### src/rtl/pipe_pkg.sv
// Shared types and defaults for the MEM pipeline stage.
package pipe_pkg;

  typedef enum logic {
    IDLE   = 1'b0,
    ACCESS = 1'b1
  } mem_state_e;

  localparam int DMEM_TIMEOUT_DEFAULT = 255;

endpackage

### src/rtl/mem_watchdog.sv
// Wait-cycle counter for an outstanding data-memory access.
// Latency: expired is combinational from the count; clear wins over count.
module mem_watchdog
  import pipe_pkg::*;
#(
  parameter int TIMEOUT = DMEM_TIMEOUT_DEFAULT,
  localparam int CNT_W = $clog2(TIMEOUT + 1)
) (
  input  logic clock,
  input  logic resetn,
  input  logic clear,
  input  logic count,
  output logic expired
);

  logic [CNT_W-1:0] cnt_q, cnt_d;

  always_comb begin
    cnt_d = cnt_q;
    if (clear) begin
      cnt_d = '0;
    end else if (count) begin
      cnt_d = cnt_q + CNT_W'(1);
    end
  end

  always_ff @(posedge clock or negedge resetn) begin
    if (!resetn) begin
      cnt_q <= '0;
    end else begin
      cnt_q <= cnt_d;
    end
  end

  assign expired = (cnt_q == CNT_W'(TIMEOUT));

endmodule

### src/rtl/pipe_mem_stage.sv
// EXE/MEM register plus data-memory access FSM; non-memory ops pass in 1 cycle, memory ops stall until ack or timeout.
// Optional MEM_ALIGN_CHECK_EN: misaligned memory ops retire as a faulting bubble without touching memory.
module pipe_mem_stage
  import pipe_pkg::*;
#(
  parameter int DMEM_TIMEOUT = DMEM_TIMEOUT_DEFAULT
) (
  input  logic        clock,
  input  logic        resetn,
  input  logic        EXE_wreg,
  input  logic        EXE_m2reg,
  input  logic        EXE_wmem,
  input  logic [31:0] EXE_alu,
  input  logic [31:0] EXE_b,
  input  logic [4:0]  EXE_write_reg_number,
  output logic        mem_stall,
  output logic        dmem_req,
  output logic        dmem_we,
  output logic [31:0] dmem_addr,
  output logic [31:0] dmem_wdata,
  input  logic        dmem_ack,
  input  logic [31:0] dmem_rdata,
  output logic        MEM_wreg,
  output logic        MEM_m2reg,
  output logic [31:0] MEM_mem_out,
  output logic [31:0] MEM_alu,
  output logic [4:0]  MEM_write_reg_number,
  output logic        mem_fault
);

  logic        wreg_q, wreg_d;
  logic        m2reg_q, m2reg_d;
  logic        wmem_q, wmem_d;
  logic [31:0] alu_q, alu_d;
  logic [31:0] b_q, b_d;
  logic [4:0]  rn_q, rn_d;
  mem_state_e  state_q, state_d;

  logic expired;
  logic held_mem_op;
  logic held_misaligned;
  logic ld_mem_op;
  logic ld_misaligned;

  assign held_mem_op = m2reg_q | wmem_q;
  assign ld_mem_op   = EXE_m2reg | EXE_wmem;

`ifdef MEM_ALIGN_CHECK_EN
  assign held_misaligned = (alu_q[1:0] != 2'b00);
  assign ld_misaligned   = (EXE_alu[1:0] != 2'b00);
`else
  assign held_misaligned = 1'b0;
  assign ld_misaligned   = 1'b0;
`endif

  always_comb begin
    mem_stall            = 1'b0;
    dmem_req             = 1'b0;
    dmem_we              = 1'b0;
    dmem_addr            = alu_q;
    dmem_wdata           = b_q;
    MEM_wreg             = wreg_q;
    MEM_m2reg            = m2reg_q;
    MEM_mem_out          = 32'd0;
    MEM_alu              = alu_q;
    MEM_write_reg_number = rn_q;
    mem_fault            = 1'b0;
    case (state_q)
      ACCESS: begin
        dmem_req = 1'b1;
        dmem_we  = wmem_q;
        // ack takes priority over a coinciding timeout
        if (dmem_ack) begin
          MEM_mem_out = m2reg_q ? dmem_rdata : 32'd0;
        end else begin
          MEM_wreg  = 1'b0;
          MEM_m2reg = 1'b0;
          if (expired) begin
            mem_fault = 1'b1;
          end else begin
            mem_stall = 1'b1;
          end
        end
      end
      default: begin
        // only a misaligned memory op can be held while idle
        if (held_mem_op) begin
          MEM_wreg  = 1'b0;
          MEM_m2reg = 1'b0;
          mem_fault = held_misaligned;
        end
      end
    endcase
  end

  always_comb begin
    wreg_d  = wreg_q;
    m2reg_d = m2reg_q;
    wmem_d  = wmem_q;
    alu_d   = alu_q;
    b_d     = b_q;
    rn_d    = rn_q;
    state_d = state_q;
    if (!mem_stall) begin
      wreg_d  = EXE_wreg;
      m2reg_d = EXE_m2reg;
      wmem_d  = EXE_wmem;
      alu_d   = EXE_alu;
      b_d     = EXE_b;
      rn_d    = EXE_write_reg_number;
      state_d = (ld_mem_op && !ld_misaligned) ? ACCESS : IDLE;
    end
  end

  always_ff @(posedge clock or negedge resetn) begin
    if (!resetn) begin
      wreg_q  <= 1'b0;
      m2reg_q <= 1'b0;
      wmem_q  <= 1'b0;
      alu_q   <= 32'd0;
      b_q     <= 32'd0;
      rn_q    <= 5'd0;
      state_q <= IDLE;
    end else begin
      wreg_q  <= wreg_d;
      m2reg_q <= m2reg_d;
      wmem_q  <= wmem_d;
      alu_q   <= alu_d;
      b_q     <= b_d;
      rn_q    <= rn_d;
      state_q <= state_d;
    end
  end

  // every load edge starts a fresh wait count; stalled ACCESS cycles advance it
  mem_watchdog #(
    .TIMEOUT (DMEM_TIMEOUT)
  ) u_watchdog (
    .clock   (clock),
    .resetn  (resetn),
    .clear   (!mem_stall),
    .count   (mem_stall),
    .expired (expired)
  );

endmodule
### config.mk
export PLATFORM = sky130hd
export DESIGN_NAME = pipe_mem_stage
export DESIGN_NICKNAME = d
export VERILOG_FILES = /design/src/rtl/pipe_pkg.sv /design/src/rtl/mem_watchdog.sv /design/src/rtl/pipe_mem_stage.sv
export SDC_FILE = /design/constraint.sdc
export NUM_CORES = 1
export LEC_CHECK = 0
export ABC_AREA = 0
export BUFFER_PORTS_ARGS = -buffer_cell sky130_fd_sc_hd__buf_2
export CAP_MARGIN = 20
export CORE_MARGIN = 5
export CORE_UTILIZATION = 46
export DETAILED_ROUTE_END_ITERATION = 8
export GPL_TIMING_DRIVEN = 0
export HOLD_SLACK_MARGIN = 0.08
export PLACE_DENSITY = 0.86
export SLEW_MARGIN = 10
export SYNTH_ARGS = -nofsm -noshare
export SYNTH_HDL_FRONTEND = slang
export SYNTH_SLANG_ARGS = --single-unit
export TNS_END_PERCENT = 100
### constraint.sdc
create_clock -name clock -period 4.6 [get_ports clock]
set_input_delay 0.69 -clock clock [delete_from_list [all_inputs] [get_ports clock]]
set_output_delay 0.69 -clock clock [all_outputs]
set_load 0.005 [all_outputs]
==> results.sh <==
export IMPL_initial_utilization_pct=47.03
export IMPL_syn_num_nets=371
export IMPL_boundaryPins=246
export IMPL_most_common_layout_cells="buf_2 (244), dfrtp_1 (81), mux2_4 (67)"
export IMPL_fin_crit_ps=2637
export IMPL_num_vias=2968
export IMPL_gp_congestion=0.8035
export IMPL_cp_max_fo=10
export IMPL_netlist_area_um2=3845
export IMPL_die_w_um=101.4
export IMPL_layout_commonest_cell="buf_2"
export IMPL_drtPass1Iterations=4
export IMPL_crit_path_end_kind="output port"
export IMPL_setup_viol=0
export IMPL_rsz0062_at_grt="false"
export IMPL_max_cap_violations=0
export IMPL_yosys_warnings=0
export IMPL_cts_buffers=9
export IMPL_cts_tree="yes"
export IMPL_layout_setup_ws_ps=1963
export IMPL_ff2ff_setup_slack_ps=2760
export IMPL_syn_inst=263
export IMPL_fin_tns_setup_ps=0
export IMPL_track_usage_pct=19.86
export IMPL_cts_htree_levels=3
export IMPL_drive_gt1_share_pct=71.62
export IMPL_clk_latency_ps=350
export IMPL_nNetsFinal=628
export IMPL_cts_resized=0
export IMPL_start_kind="input pin"
export IMPL_final_hold_violation_count=0
export IMPL_cts_max_path_buffers=2
export IMPL_placed_area_um2=5233
export IMPL_arrival_ps=1950
export IMPL_final_area_um2=5436
export IMPL_viasPerCell=4.704
export IMPL_core_area_um2=8175
export IMPL_drt_wl_total_um=10540
export IMPL_antenna_left=0
export IMPL_row_count=33
export IMPL_status="finished clean"
export IMPL_finalMaxSlewViolations=0
export IMPL_hold_path_class="in2async"
export IMPL_path_clk_slew_ps=90
export IMPL_drc_errors=0
export IMPL_relSlewSlack_pct=67.62
export IMPL_grt_ovfl_total=0
export IMPL_numPortBuffers=245
export IMPL_p_leak_nw=3.012
export IMPL_syn_area_per_cell_um2=14.62
export IMPL_finalClockSkew_ps=12.43
export IMPL_max_freq_ghz=0.3792
export IMPL_synth_cell_types=25
export IMPL_antenna_found_initial=1
export IMPL_wire_per_inst_um=16.71
export IMPL_tightest_slew_ps=485.7
export IMPL_cts_hold_buf=0
export IMPL_vdd_drop_max_uv=222.2
export IMPL_grt_pass1_wl_um=15750
export IMPL_post_route_period_util_pct=57.33
export IMPL_dieArea_um2=10290
export IMPL_die_y_um=101.4
export IMPL_ys_seq_area_share_pct=52.72
export IMPL_critPathKind="in2out"
export IMPL_syn_to_final_growth_pct=41.39
export IMPL_ys_ff_latch=81
export IMPL_pwr_density_cell_nw_per_um2=327.4
export IMPL_cts_root_buffer="clkbuf_8"
export IMPL_cts_sinks=81
export IMPL_drt_iter0_markers=50
export IMPL_postCtsSetupBuffers=0
export IMPL_grt_max_degree=47
export IMPL_place_hpwl_um=8540
export IMPL_grt_pass1_vias=3120
export IMPL_pre_cts_ws_ps=1959
export IMPL_worstPathRequired_ps=3910
[cells in the mapped netlist]
cell type,count,share of area [%]
dfrtp_1,81,53
nand3_1,3,0.39
a41o_1,1,0.26
xnor2_1,1,0.23
mux2_4,67,26
buf_4,32,6.2
nor2b_1,1,0.16
and4_4,1,0.29
nand2b_1,1,0.16
or3_1,3,0.49
a41oi_1,1,0.23
and2_1,34,5.5
xor2_1,2,0.46
ha_1,1,0.33
inv_4,1,0.16
mux2_2,5,1.5
and3_1,1,0.16
nor2_1,4,0.39
clkbuf_1,3,0.29
buf_6,8,2.3
nand2_1,4,0.39
a21oi_1,3,0.39
nor3_1,2,0.26
o21ai_0,2,0.26
a311oi_1,1,0.23
[layer usage]
layer  track usage [%]  share of wire [%]  vias up  wire (µm)
met4             8.589                3.4        0        359
met1             21.32                 33     1418       3521
met2             35.81                 54      153       5647
met3             6.198                9.6       25       1014
li1                  -                  -     1372          -
met5                 0                  0        -          0
[flip-flops by register name, summed over array words and instances, names as in the netlist]
name,cells
MEM_alu,32
MEM_write_reg_number,5
m2reg_q,1
state_q,1
wreg_q,1
wmem_q,1
u_watchdog.cnt_q,8
dmem_wdata,32
[worst max-delay path, cell delays in order]
cell and delay, ps:
buf_2 110, nand2b_1 230, a41o_1 260, buf_6 140, inv_4 150, buf_6 210
buf_2 140
[cell type report]
class | count | area, µm²
fillers | 614 | 2739
flip-flops and latches | 81 | 2027
multi-input cells | 138 | 1470
repair buffers | 246 | 1256
plain buffers | 43 | 341.6
well taps | 105 | 131.4
clock buffers | 9 | 123.9
clock inverters | 7 | 77.57
inverters | 1 | 6.256
diodes | 1 | 2.502
[power breakdown]
group	switching [mW]	internal (mW)
Sequential	0.0511	0.783
Combinational	0.153	0.264
Clock	0.273	0.258
[kinds of logic (layout without fill, tap and decap cells)]
family / Yosys count / after routing / share of synthesized area (%)
buf+inv: 44 / 306 / 9.047
mux: 72 / 72 / 27.63
compound gates: 8 / 8 / 1.367
other cells: 0 / 1 / 0
flops: 81 / 81 / 52.72
xor+xnor: 3 / 3 / 0.6835
fa+ha+maj: 1 / 1 / 0.3254
simple gates: 54 / 54 / 8.233
[through the flow]
stage / total power [mW] / utilization [%] / cells / hold WS [ps]
final: 1.780 / 66.50 / 631 / 290.3
after global routing: 1.872 / 66.50 / 631 / 305.5
after CTS: 1.805 / 66.47 / 630 / 282.3
after detailed placement: 1.269 / 64.00 / 614 / 485.5
after global placement: 1.249 / 63.64 / 613 / 468.4
after floorplan: 1.057 / - / 263 / 394.4
[path summary, 6_finish.rpt]
path / end / depth (start not counted) / from
setup / recovery: mem_stall / 7 / dmem_ack
hold / removal: MEM_alu[0] / 1 / resetn
setup reg to reg: MEM_alu[10] / 6 / u_watchdog.cnt_q[3]
hold reg to reg: wreg_q / 1 / wreg_q
max in group asynchronous: u_watchdog.cnt_q[4] / 2 / resetn
min in group clock: wreg_q / 1 / wreg_q
Note: power is estimated with default switching activity, not from simulation.
